## src/rtl/cell_sweep_pkg.sv

```systemverilog
// rtl/cell_sweep_pkg.sv - shared state type, vector constants and saturating add for cell_sweep_ctrl
package cell_sweep_pkg;

  localparam int NVEC = 8;
  localparam int VECW = 3;

  typedef enum logic [1:0] {
    S_IDLE,
    S_SETTLE,
    S_SAMPLE,
    S_DONE
  } sweep_state_t;

  // Add b to a, clamping at max instead of wrapping; callers truncate to their own width.
  function automatic logic [31:0] sat_add(input logic [31:0] a,
                                          input logic [31:0] b,
                                          input logic [31:0] max);
    logic [32:0] sum;
    sum = {1'b0, a} + {1'b0, b};
    return (sum > {1'b0, max}) ? max : sum[31:0];
  endfunction

endpackage

```

## src/rtl/cell_sweep_cmp.sv

```systemverilog
// rtl/cell_sweep_cmp.sv - combinational per-cell mismatch vector and its popcount
import cell_sweep_pkg::*;

module cell_sweep_cmp #(
  parameter int NCELL = 4,
  parameter int PW    = 3
) (
  input  logic [NVEC*NCELL-1:0] truth,
  input  logic [NCELL-1:0]      cut_nq,
  input  logic [VECW-1:0]       vec,
  output logic [NCELL-1:0]      mm,
  output logic [PW-1:0]         pop
);

  // Each cell gets its own 8-entry truth row, indexed by the shared input vector.
  for (genvar c = 0; c < NCELL; c++) begin : g_cell
    logic [NVEC-1:0] row;
    assign row   = truth[c*NVEC +: NVEC];
    assign mm[c] = cut_nq[c] ^ row[vec];
  end

  // Number of cells that disagree with their truth table on this vector.
  always_comb begin
    pop = '0;
    for (int c = 0; c < NCELL; c++) begin
      pop = pop + PW'(mm[c]);
    end
  end

endmodule

```

## src/rtl/cell_sweep_ctrl.sv

```systemverilog
// rtl/cell_sweep_ctrl.sv - sweep sequencer for 3-input cells-under-test; optional abort via CELL_SWEEP_ABORT_EN
import cell_sweep_pkg::*;

module cell_sweep_ctrl #(
  parameter int NCELL  = 4,
  parameter int SETTLE = 2,
  parameter int ERRW   = 8
) (
  input  logic                  ck,
  input  logic                  nrst,
  input  logic                  start,
`ifdef CELL_SWEEP_ABORT_EN
  input  logic                  abort,
`endif
  input  logic [NVEC*NCELL-1:0] truth,
  input  logic [NCELL-1:0]      cut_nq,
  output logic [VECW-1:0]       vec,
  output logic                  busy,
  output logic                  done,
  output logic                  pass,
  output logic [NCELL-1:0]      fail_mask,
  output logic [ERRW-1:0]       err_cnt
);

  localparam int               CNTW     = (SETTLE > 1) ? $clog2(SETTLE) : 1;
  localparam int               PW       = $clog2(NCELL + 1);
  localparam logic [CNTW-1:0]  CNT_LAST = CNTW'(SETTLE - 1);
  localparam logic [VECW-1:0]  VEC_LAST = VECW'(NVEC - 1);
  localparam logic [ERRW-1:0]  ERR_MAX  = '1;

  sweep_state_t    state;
  logic [CNTW-1:0] cnt;
  logic [NCELL-1:0] mm;
  logic [PW-1:0]   pop;
  logic [NCELL-1:0] fm_next;
  logic [ERRW-1:0] err_next;
  logic            abort_req;

`ifdef CELL_SWEEP_ABORT_EN
  assign abort_req = abort;
`else
  assign abort_req = 1'b0;
`endif

  cell_sweep_cmp #(
    .NCELL (NCELL),
    .PW    (PW)
  ) u_cmp (
    .truth  (truth),
    .cut_nq (cut_nq),
    .vec    (vec),
    .mm     (mm),
    .pop    (pop)
  );

  assign fm_next  = fail_mask | mm;
  assign err_next = ERRW'(sat_add(32'(err_cnt), 32'(pop), 32'(ERR_MAX)));

  // Sweep FSM: settle count, vector stepping and result accumulation, all outputs registered.
  always_ff @(posedge ck or negedge nrst) begin
    if (!nrst) begin
      state     <= S_IDLE;
      cnt       <= '0;
      vec       <= '0;
      busy      <= 1'b0;
      done      <= 1'b0;
      pass      <= 1'b0;
      fail_mask <= '0;
      err_cnt   <= '0;
    end else begin
      done <= 1'b0;
      if (abort_req && (state == S_SETTLE || state == S_SAMPLE)) begin
        // Abort beats a same-edge sample; partial mask and count are kept for debug.
        state <= S_IDLE;
        busy  <= 1'b0;
        vec   <= '0;
        cnt   <= '0;
        pass  <= 1'b0;
      end else begin
        case (state)
          S_IDLE: begin
            if (start) begin
              state     <= S_SETTLE;
              vec       <= '0;
              cnt       <= '0;
              busy      <= 1'b1;
              pass      <= 1'b0;
              fail_mask <= '0;
              err_cnt   <= '0;
            end
          end
          S_SETTLE: begin
            if (cnt == CNT_LAST) begin
              state <= S_SAMPLE;
            end else begin
              cnt <= cnt + 1'b1;
            end
          end
          S_SAMPLE: begin
            fail_mask <= fm_next;
            err_cnt   <= err_next;
            if (vec == VEC_LAST) begin
              // Results are final on this edge so pass is valid alongside done.
              state <= S_DONE;
              busy  <= 1'b0;
              done  <= 1'b1;
              pass  <= (fm_next == '0);
            end else begin
              vec   <= vec + 1'b1;
              cnt   <= '0;
              state <= S_SETTLE;
            end
          end
          S_DONE: begin
            state <= S_IDLE;
          end
          default: begin
            state <= S_IDLE;
          end
        endcase
      end
    end
  end

endmodule

```

## config.mk

```make
export PLATFORM = sky130hd
export DESIGN_NAME = cell_sweep_ctrl
export DESIGN_NICKNAME = d
export VERILOG_FILES = /design/src/rtl/cell_sweep_pkg.sv /design/src/rtl/cell_sweep_cmp.sv /design/src/rtl/cell_sweep_ctrl.sv
export SDC_FILE = /design/constraint.sdc
export NUM_CORES = 1
export LEC_CHECK = 0
export BUFFER_PORTS_ARGS = -buffer_cell sky130_fd_sc_hd__buf_2
export CAP_MARGIN = 10
export CORE_MARGIN = 1.5
export CORE_UTILIZATION = 50
export CTS_BUF_LIST = sky130_fd_sc_hd__clkbuf_8
export CTS_CLUSTER_SIZE = 14
export DETAILED_ROUTE_END_ITERATION = 7
export PLACE_DENSITY_LB_ADDON = 0.2
export SYNTH_ARGS = -nofsm -noshare
export SYNTH_HDL_FRONTEND = slang
export SYNTH_SLANG_ARGS = --single-unit
```

## constraint.sdc

```tcl
create_clock -name ck -period 7.8 [get_ports ck]
set_input_delay 2.34 -clock ck [delete_from_list [all_inputs] [get_ports ck]]
set_output_delay 2.34 -clock ck [all_outputs]
set_load 0.03 [all_outputs]
```

==> metrics.cfg, run 1 <==
[outcome]
status=completed

[power_and_ir_drop]
p_per_area_mw_per_mm2=306
leakagePower_nw=0.964
p_int_mw=0.308
p_switching_mw=0.262
vdd_drop_max_v=0.000181
clockPowerShare_pct=12.3
p_seq_share_pct=34.0
switching_share_pct=46.0
power_frac_comb_pct=53.7
total_power_mw=0.569

[timing]
slew_viol_final=0
clock_skew_ns=0.00599
max_clock_freq_mhz=182
period_needed_ns=5.49
rsz0062_at_grt=no
worst_pin_slew_ns=0.719
slew_headroom_pct=52.0
whs_ns=0.474
finalSetupViolCount=0
tns_ns=0
post-route-period-util_pct=70.4
final_hold_viol_count=0

[grt]
grt_pass1_wl_mm=5.93
antenna_found_initial=0
overflow=0
grt_max_degree=22
grt.total_usage_pct=22.5
grt_pass1_vias=1367

[clock_network]
cts.repair.resized=0
cts_hold_buffers=0
clock_latency_ns=0.26
post-cts-setup-buffers=0
cts_root_buf=clkbuf_8
clock-sinks=21
cts.htree.levels=1
clkTransAtPathRegs_ns=0.08
cts_buffers=3
cts_max_path_buffers=2
cts_tree=done

[critical_path]
slowest_stage=a2111oi_2
crit_family=adder cells
crit_type=in2reg
reg2reg_depth=15
reg2reg_from=vec[1]
critPathLaunch=truth[8]
required_ns=7.95
cp-endpoint=err_cnt[3]
r2r-end=err_cnt[3]
critPathLaunchType=primary input
cp_max_fo=5
path_buf_inv=3
cpPeakStageDelay_ns=0.49
critPathCaptureType=flop
crit_path_cell_trace=buf_2 > nor2b_1 > a2111oi_2 > nor4_4 > xor2_1 > ha_1 > inv_1 > fa_1 > inv_1 > ha_1 > fa_1 > a21o_1 > nand4_1 > o21a_1 > o21ai_0 > a22o_1
crit_arrival_ns=5.64
ff2ff_setup_slack_ns=3.64
cp.depth=16

[routing]
met1_length_mm=1.49
routed-wl-met2_mm=1.90
vias_per_cell=5.74
drt-pass1-iter-count=4
wl_per_cell_um=15.1
route.met3.wl_um=152
top_layer=met4
wl_mm=3.58
drt_iter0_drc=69
drcViolationCount=0
postRouteAntennaNets=0
vias=1361

[logic_synthesis]
yosysTopAreaCell=dfrtp_1
synth_top_area_share_pct=34.3
ys_seq_area_share_pct=34.3
synth.cells.most_frequent=21 x dfrtp_1, 15 x nand2_1, 14 x mux2i_1
synth.avg_cell_area_um2=10.1
synthTopCellsByArea=dfrtp_1 34%, mux2i_1 9.1%, ha_1 5.7%, o21ai_0 3.9%, nand2_1 3.7%
ys_warn_count=0
ys_async_sr_fraction_pct=100
ys_ff_latch=21
ys.flop_type=dfrtp_1
synthDistinctLibCells=38
yosysMostFrequentCell=dfrtp_1
synth_edf_count=0
syn_area_mm2=0.00153
syn_nets=200
syn_inst=152

[die]
rows=19
core_mm2=0.00283
floorplan.initialDensity_pct=54.2
io_pins=57
die_w_um=58.4
dieArea_mm2=0.00341
dieHeight_um=58.4

[layout]
syn_to_final_growth_pct=21.4
fin_cells=237
drive_gt1_share_pct=34.5
fin_util_pct=65.8
num_antenna_cells=0
fin_nets=255
fillers=238

[placed_design]
io_buffers=56
hpwl_mm=2.76
dpl.cell_count=233
place_congestion=0.774

[job]
cap_violations=0

[min_path]
hp-class=reg2reg

registers in the layout, indices dropped and copies added (netlist names):
signal and cells:
busy 1, cnt 1, done 1, err_cnt 8
fail_mask 4, pass 1, state 2, vec 3
cell families (layout without fill, tap and decap cells):
family                   Yosys count  in the layout  synth area share [%]
AO/OA/AOI/OAI                     39             39                  18.0
AND/OR/NAND/NOR                   45             45                  15.7
flip-flops                        21             21                  34.3
buffers and inverters             13             67                  4.08
XOR/XNOR                           5              5                  3.34
adder cells (fa/ha/maj)            9              9                  8.32
multiplexers                      20             20                  16.2
per-layer routing:
layer | vias up | global-route usage (%)
met4 | 0 | 7.31
met3 | 7 | 3.96
met5 | - | 0
met1 | 658 | 26.5
li1 | 659 | -
met2 | 37 | 40.9
cells in the final DEF, fill, tap and decap left out:
cell,netlist,final
a2111oi_2,1,1
a21boi_2,2,2
a21o_1,2,2
a21oi_1,7,7
a22o_1,6,6
a31oi_1,2,2
and3_1,2,2
and3_4,1,1
buf_2,2,56
clkbuf_8,0,3
dfrtp_1,21,21
fa_1,2,2
ha_1,7,7
inv_1,7,8
mux2_2,3,3
mux2i_1,14,14
mux4_1,2,2
mux4_2,1,1
nand2_1,15,15
nand2b_1,3,3
nand4_1,2,2
nor2_1,10,10
nor2b_1,5,5
nor3_1,2,2
nor3b_1,2,2
nor4_4,1,1
nor4b_1,1,1
o21a_1,1,1
o21ai_0,12,12
o21ba_2,1,1
o21bai_1,1,1
o22a_1,3,3
o31ai_2,1,1
or2_1,1,1
xnor2_2,1,1
xor2_1,4,4
worst min-delay path by stage:
stage	from	to	slack, ns	cells past startpoint
5_1_grt	cnt	state[0]	0.49	1
6_report	cnt	state[0]	0.47	1
3_3_place_gp	cnt	state[0]	0.47	1
3_5_place_dp	cnt	state[0]	0.47	1
4_1_cts	cnt	state[0]	0.48	1
2_1_floorplan	cnt	state[0]	0.45	1
area by class of cell:
type                    count  area (µm²)  area share (%)
clock inverters             1        3.75           0.202
clock buffers               3        41.3            2.22
flip-flops and latches     21         526            28.2
inverters                   7        26.3            1.41
repair buffers             56         280            15.1
multi-input cells         118         946            50.8
well taps                  31        38.8            2.08
power groups by stage:
stage | clock network [mW] | logic (mW) | registers, mW
after floorplan | 0 | 0.219 | 0.203
after global placement | 0 | 0.289 | 0.192
after detailed placement | 0 | 0.303 | 0.196
after CTS | 0.0709 | 0.306 | 0.193
after global routing | 0.0742 | 0.338 | 0.201
final | 0.0701 | 0.306 | 0.194
metrics by stage:
| stage | worst slack [ns] | instance area (µm²) |
|---|---|---|
| floorplan | 2.42 | 1530 |
| global placement | 2.22 | 1820 |
| detailed placement | 2.08 | 1820 |
| CTS | 2.33 | 1860 |
| global route | 2.18 | 1860 |
| finish | 2.31 | 1860 |
No activity file was read; power rests on OpenSTA's default activity.
==> inputs of run 2 (changes only) <==
--- a/config.mk
+++ b/config.mk
@@ -5,10 +5,11 @@
 export SDC_FILE = /design/constraint.sdc
 export NUM_CORES = 1
 export LEC_CHECK = 0
+export ABC_AREA = 1
 export BUFFER_PORTS_ARGS = -buffer_cell sky130_fd_sc_hd__buf_2
 export CAP_MARGIN = 10
 export CORE_MARGIN = 1.5
-export CORE_UTILIZATION = 50
+export CORE_UTILIZATION = 47
 export CTS_BUF_LIST = sky130_fd_sc_hd__clkbuf_8
 export CTS_CLUSTER_SIZE = 14
 export DETAILED_ROUTE_END_ITERATION = 7
==> constraint.sdc (replaced) <==
create_clock -name ck -period 4.6 [get_ports ck]
set_input_delay 1.38 -clock ck [delete_from_list [all_inputs] [get_ports ck]]
set_output_delay 1.38 -clock ck [all_outputs]
set_load 0.03 [all_outputs]
==> metrics.cfg, run 2 <==
[clock_network]
clock_latency_ns=0.26  ; about the same
cts_hold_buffers=0  ; unchanged
clkTransAtPathRegs_ns=0.08  ; about the same
cts_buffers=3  ; unchanged
cts.repair.resized=0  ; unchanged
clock-sinks=21  ; unchanged
cts.htree.levels=1  ; unchanged
cts_max_path_buffers=2  ; unchanged
post-cts-setup-buffers=0  ; unchanged
cts_root_buf=clkbuf_8  ; unchanged
cts_tree=done  ; unchanged

[critical_path]
reg2reg_depth=20  ; was 15
required_ns=4.74  ; was 7.95 ns
r2r-end=err_cnt[3]  ; unchanged
crit_arrival_ns=4.10  ; was 5.64 ns
ff2ff_setup_slack_ns=0.94  ; was 3.64 ns
critPathLaunch=truth[7]  ; was truth[8]
reg2reg_from=vec[0]  ; was vec[1]
cp_max_fo=5  ; unchanged
crit_type=in2reg  ; unchanged
critPathLaunchType=primary input  ; unchanged
critPathCaptureType=flop  ; unchanged

[power_and_ir_drop]
p_seq_share_pct=28.0  ; was 34.0%
leakagePower_nw=1.24  ; was 0.964 nW
total_power_mw=1.02  ; was 0.569 mW
p_int_mw=0.505  ; was 0.308 mW
switching_share_pct=50.2  ; was 46.0%
power_frac_comb_pct=59.9  ; was 53.7%
vdd_drop_max_v=0.000345  ; was 0.000181 V
p_per_area_mw_per_mm2=496  ; was 306 mW/mm²
p_switching_mw=0.510  ; was 0.262 mW
clockPowerShare_pct=12.1  ; was 12.3%

[timing]
worst_pin_slew_ns=0.867  ; was 0.719 ns
rsz0062_at_grt=no  ; unchanged
post-route-period-util_pct=86.0
max_clock_freq_mhz=253
tns_ns=0  ; unchanged
final_hold_viol_count=0  ; unchanged
slew_headroom_pct=42.0  ; was 52.0%
period_needed_ns=3.95
slew_viol_final=0  ; unchanged
clock_skew_ns=0.00301  ; was 0.00599 ns
finalSetupViolCount=0  ; unchanged

[logic_synthesis]
yosysMostFrequentCell=nand2_1  ; was dfrtp_1
synthDistinctLibCells=28  ; was 38
synth_top_area_share_pct=30.7  ; was 34.3%
synth.cells.most_frequent=62 x nand2_1, 47 x inv_1, 21 x dfrtp_1  ; was 21 x dfrtp_1, 15 x nand2_1, 14 x mux2i_1
synthTopCellsByArea=dfrtp_1 31%, nand2_1 14%, inv_1 10%, nand3_2 7.6%, nand3_1 5.5%  ; was dfrtp_1 34%, mux2i_1 9.1%, ha_1 5.7%, o21ai_0 3.9%, nand2_1 3.7%
ys_seq_area_share_pct=30.7  ; was 34.3%
syn_inst=237  ; was 152
syn_area_mm2=0.00171  ; was 0.00153 mm²
ys_async_sr_fraction_pct=100  ; unchanged
ys_ff_latch=21  ; unchanged
synth_edf_count=0  ; unchanged
ys.flop_type=dfrtp_1  ; unchanged
yosysTopAreaCell=dfrtp_1  ; unchanged
syn_nets=285  ; was 200
ys_warn_count=0  ; unchanged
synth.avg_cell_area_um2=7.23  ; was 10.1 µm²

[die]
rows=21  ; was 19
dieArea_mm2=0.00402  ; was 0.00341 mm²
floorplan.initialDensity_pct=50.2  ; was 54.2%
core_mm2=0.00342  ; was 0.00283 mm²
io_pins=57  ; unchanged
dieHeight_um=63.4  ; was 58.4 µm
die_w_um=63.4  ; was 58.4 µm

[layout]
layout_common_cells=62 x nand2_1, 56 x buf_2, 47 x inv_1  ; was 56 x buf_2, 21 x dfrtp_1, 15 x nand2_1
multiInputGateArea_um2=931  ; was 946 µm²
layout_commonest_cell=nand2_1  ; was buf_2
drive_gt1_share_pct=32.4  ; was 34.5%
syn_to_final_growth_pct=19.4  ; was 21.4%
fin_area_mm2=0.00205  ; was 0.00186 mm²
regMostFlops=err_cnt  ; unchanged
fillers=354  ; was 238
num_antenna_cells=0  ; unchanged
largest_reg_flops=8  ; unchanged
fin_nets=342  ; was 255
ff_latch_area_um2=526  ; unchanged
top_regs=err_cnt: 8 flops, fail_mask: 4 flops, vec: 3 flops  ; unchanged

[placed_design]
hpwl_mm=2.92  ; was 2.76 mm
io_buffers=56  ; unchanged
place_congestion=0.766  ; was 0.774
place_area_mm2=0.00200  ; was 0.00182 mm²

[grt]
antenna_found_initial=0  ; unchanged
grt_max_degree=22  ; unchanged
grt_pass1_wl_mm=6.38  ; was 5.93 mm
grt.total_usage_pct=19.8  ; was 22.5%
grt_pass1_vias=1523  ; was 1367
overflow=0  ; unchanged

[routing]
vias=1639  ; was 1361
postRouteAntennaNets=0  ; unchanged
drcViolationCount=0  ; unchanged
wl_per_cell_um=10.7  ; was 15.1 µm
wl_mm=3.64  ; was 3.58 mm
drt_iter0_drc=56  ; was 69
vias_per_cell=4.83  ; was 5.74
drt-pass1-iter-count=4  ; unchanged

[min_path]
hold_start=busy  ; was cnt
holdPathStages=2  ; was 1
hp-class=reg2reg  ; unchanged
hold_end=busy  ; was state[0]

[outcome]
status=completed  ; unchanged

[job]
cap_violations=0  ; unchanged

[run 2: power groups by stage]
stage	Clock, mW	Sequential (mW)	Combinational, mW
3_3_place_gp	0	0.288	0.598
2_1_floorplan	0	0.316	0.455
5_1_grt	0.135	0.293	0.687
3_5_place_dp	0	0.288	0.606
4_1_cts	0.124	0.285	0.611
6_report	0.122	0.284	0.608
[run 2: stage by stage]
stage	utilization, %	std cells	hold slack, ns	setup WS [ns]
2_1_floorplan	-	237	0.458	0.675
3_5_place_dp	58.6	335	0.453	0.346
4_1_cts	59.9	339	0.473	0.629
6_report	59.9	339	0.467	0.646
5_1_grt	59.9	339	0.514	0.411
3_3_place_gp	58.6	335	0.451	0.409
[run 2: worst max-delay path by stage]
stage	end
6_report	err_cnt[3]
5_1_grt	err_cnt[3]
4_1_cts	err_cnt[3]
3_5_place_dp	err_cnt[3]
3_3_place_gp	err_cnt[3]
2_1_floorplan	err_cnt[3]
[run 2: per-layer routing]
layer | GRT usage [%] | part of all wire [%]
met3 | 4.11 | 5.0
met1 | 26.3 | 49
met2 | 33.2 | 46
met5 | 0 | 0
met4 | 4.08 | 0.60
[run 2: logic make-up (layout without fill, tap and decap cells)]
logic type | Yosys count | after routing | synth area share [%]
XOR/XNOR | 3 | 3 | 1.53
AND/OR/NAND/NOR | 128 | 128 | 38.8
AO/OA/AOI/OAI | 20 | 20 | 6.57
flip-flops | 21 | 21 | 30.7
buffers and inverters | 56 | 112 | 15.0
adder cells (fa/ha/maj) | 9 | 9 | 7.45
[run 2: worst max-delay path: stages]
cell and delay (ns):
buf_2 0.07, nand2_1 0.04, nand2_1 0.10, nand2_1 0.06, nand3_2 0.08, nand2_1 0.06, nand2_1 0.07, nand2_1 0.07
ha_1 0.27, inv_1 0.05, fa_1 0.50, inv_1 0.05, ha_1 0.20, fa_1 0.39, nand2_1 0.11, a21oi_2 0.07
nand2_1 0.07, nor2_2 0.05, nand2_1 0.11, nor2_4 0.06, o21ai_0 0.13, o21ai_0 0.11
[run 2: area by class of cell]
| class | count | area share [%] |
|---|---|---|
| multi-input cells | 160 | 45.5 |
| well taps | 46 | 2.81 |
| inverters | 51 | 9.72 |
| repair buffers | 57 | 14.1 |
| clock inverters | 1 | 0.244 |
| clock buffers | 3 | 2.02 |
| flip-flops and latches | 21 | 25.7 |
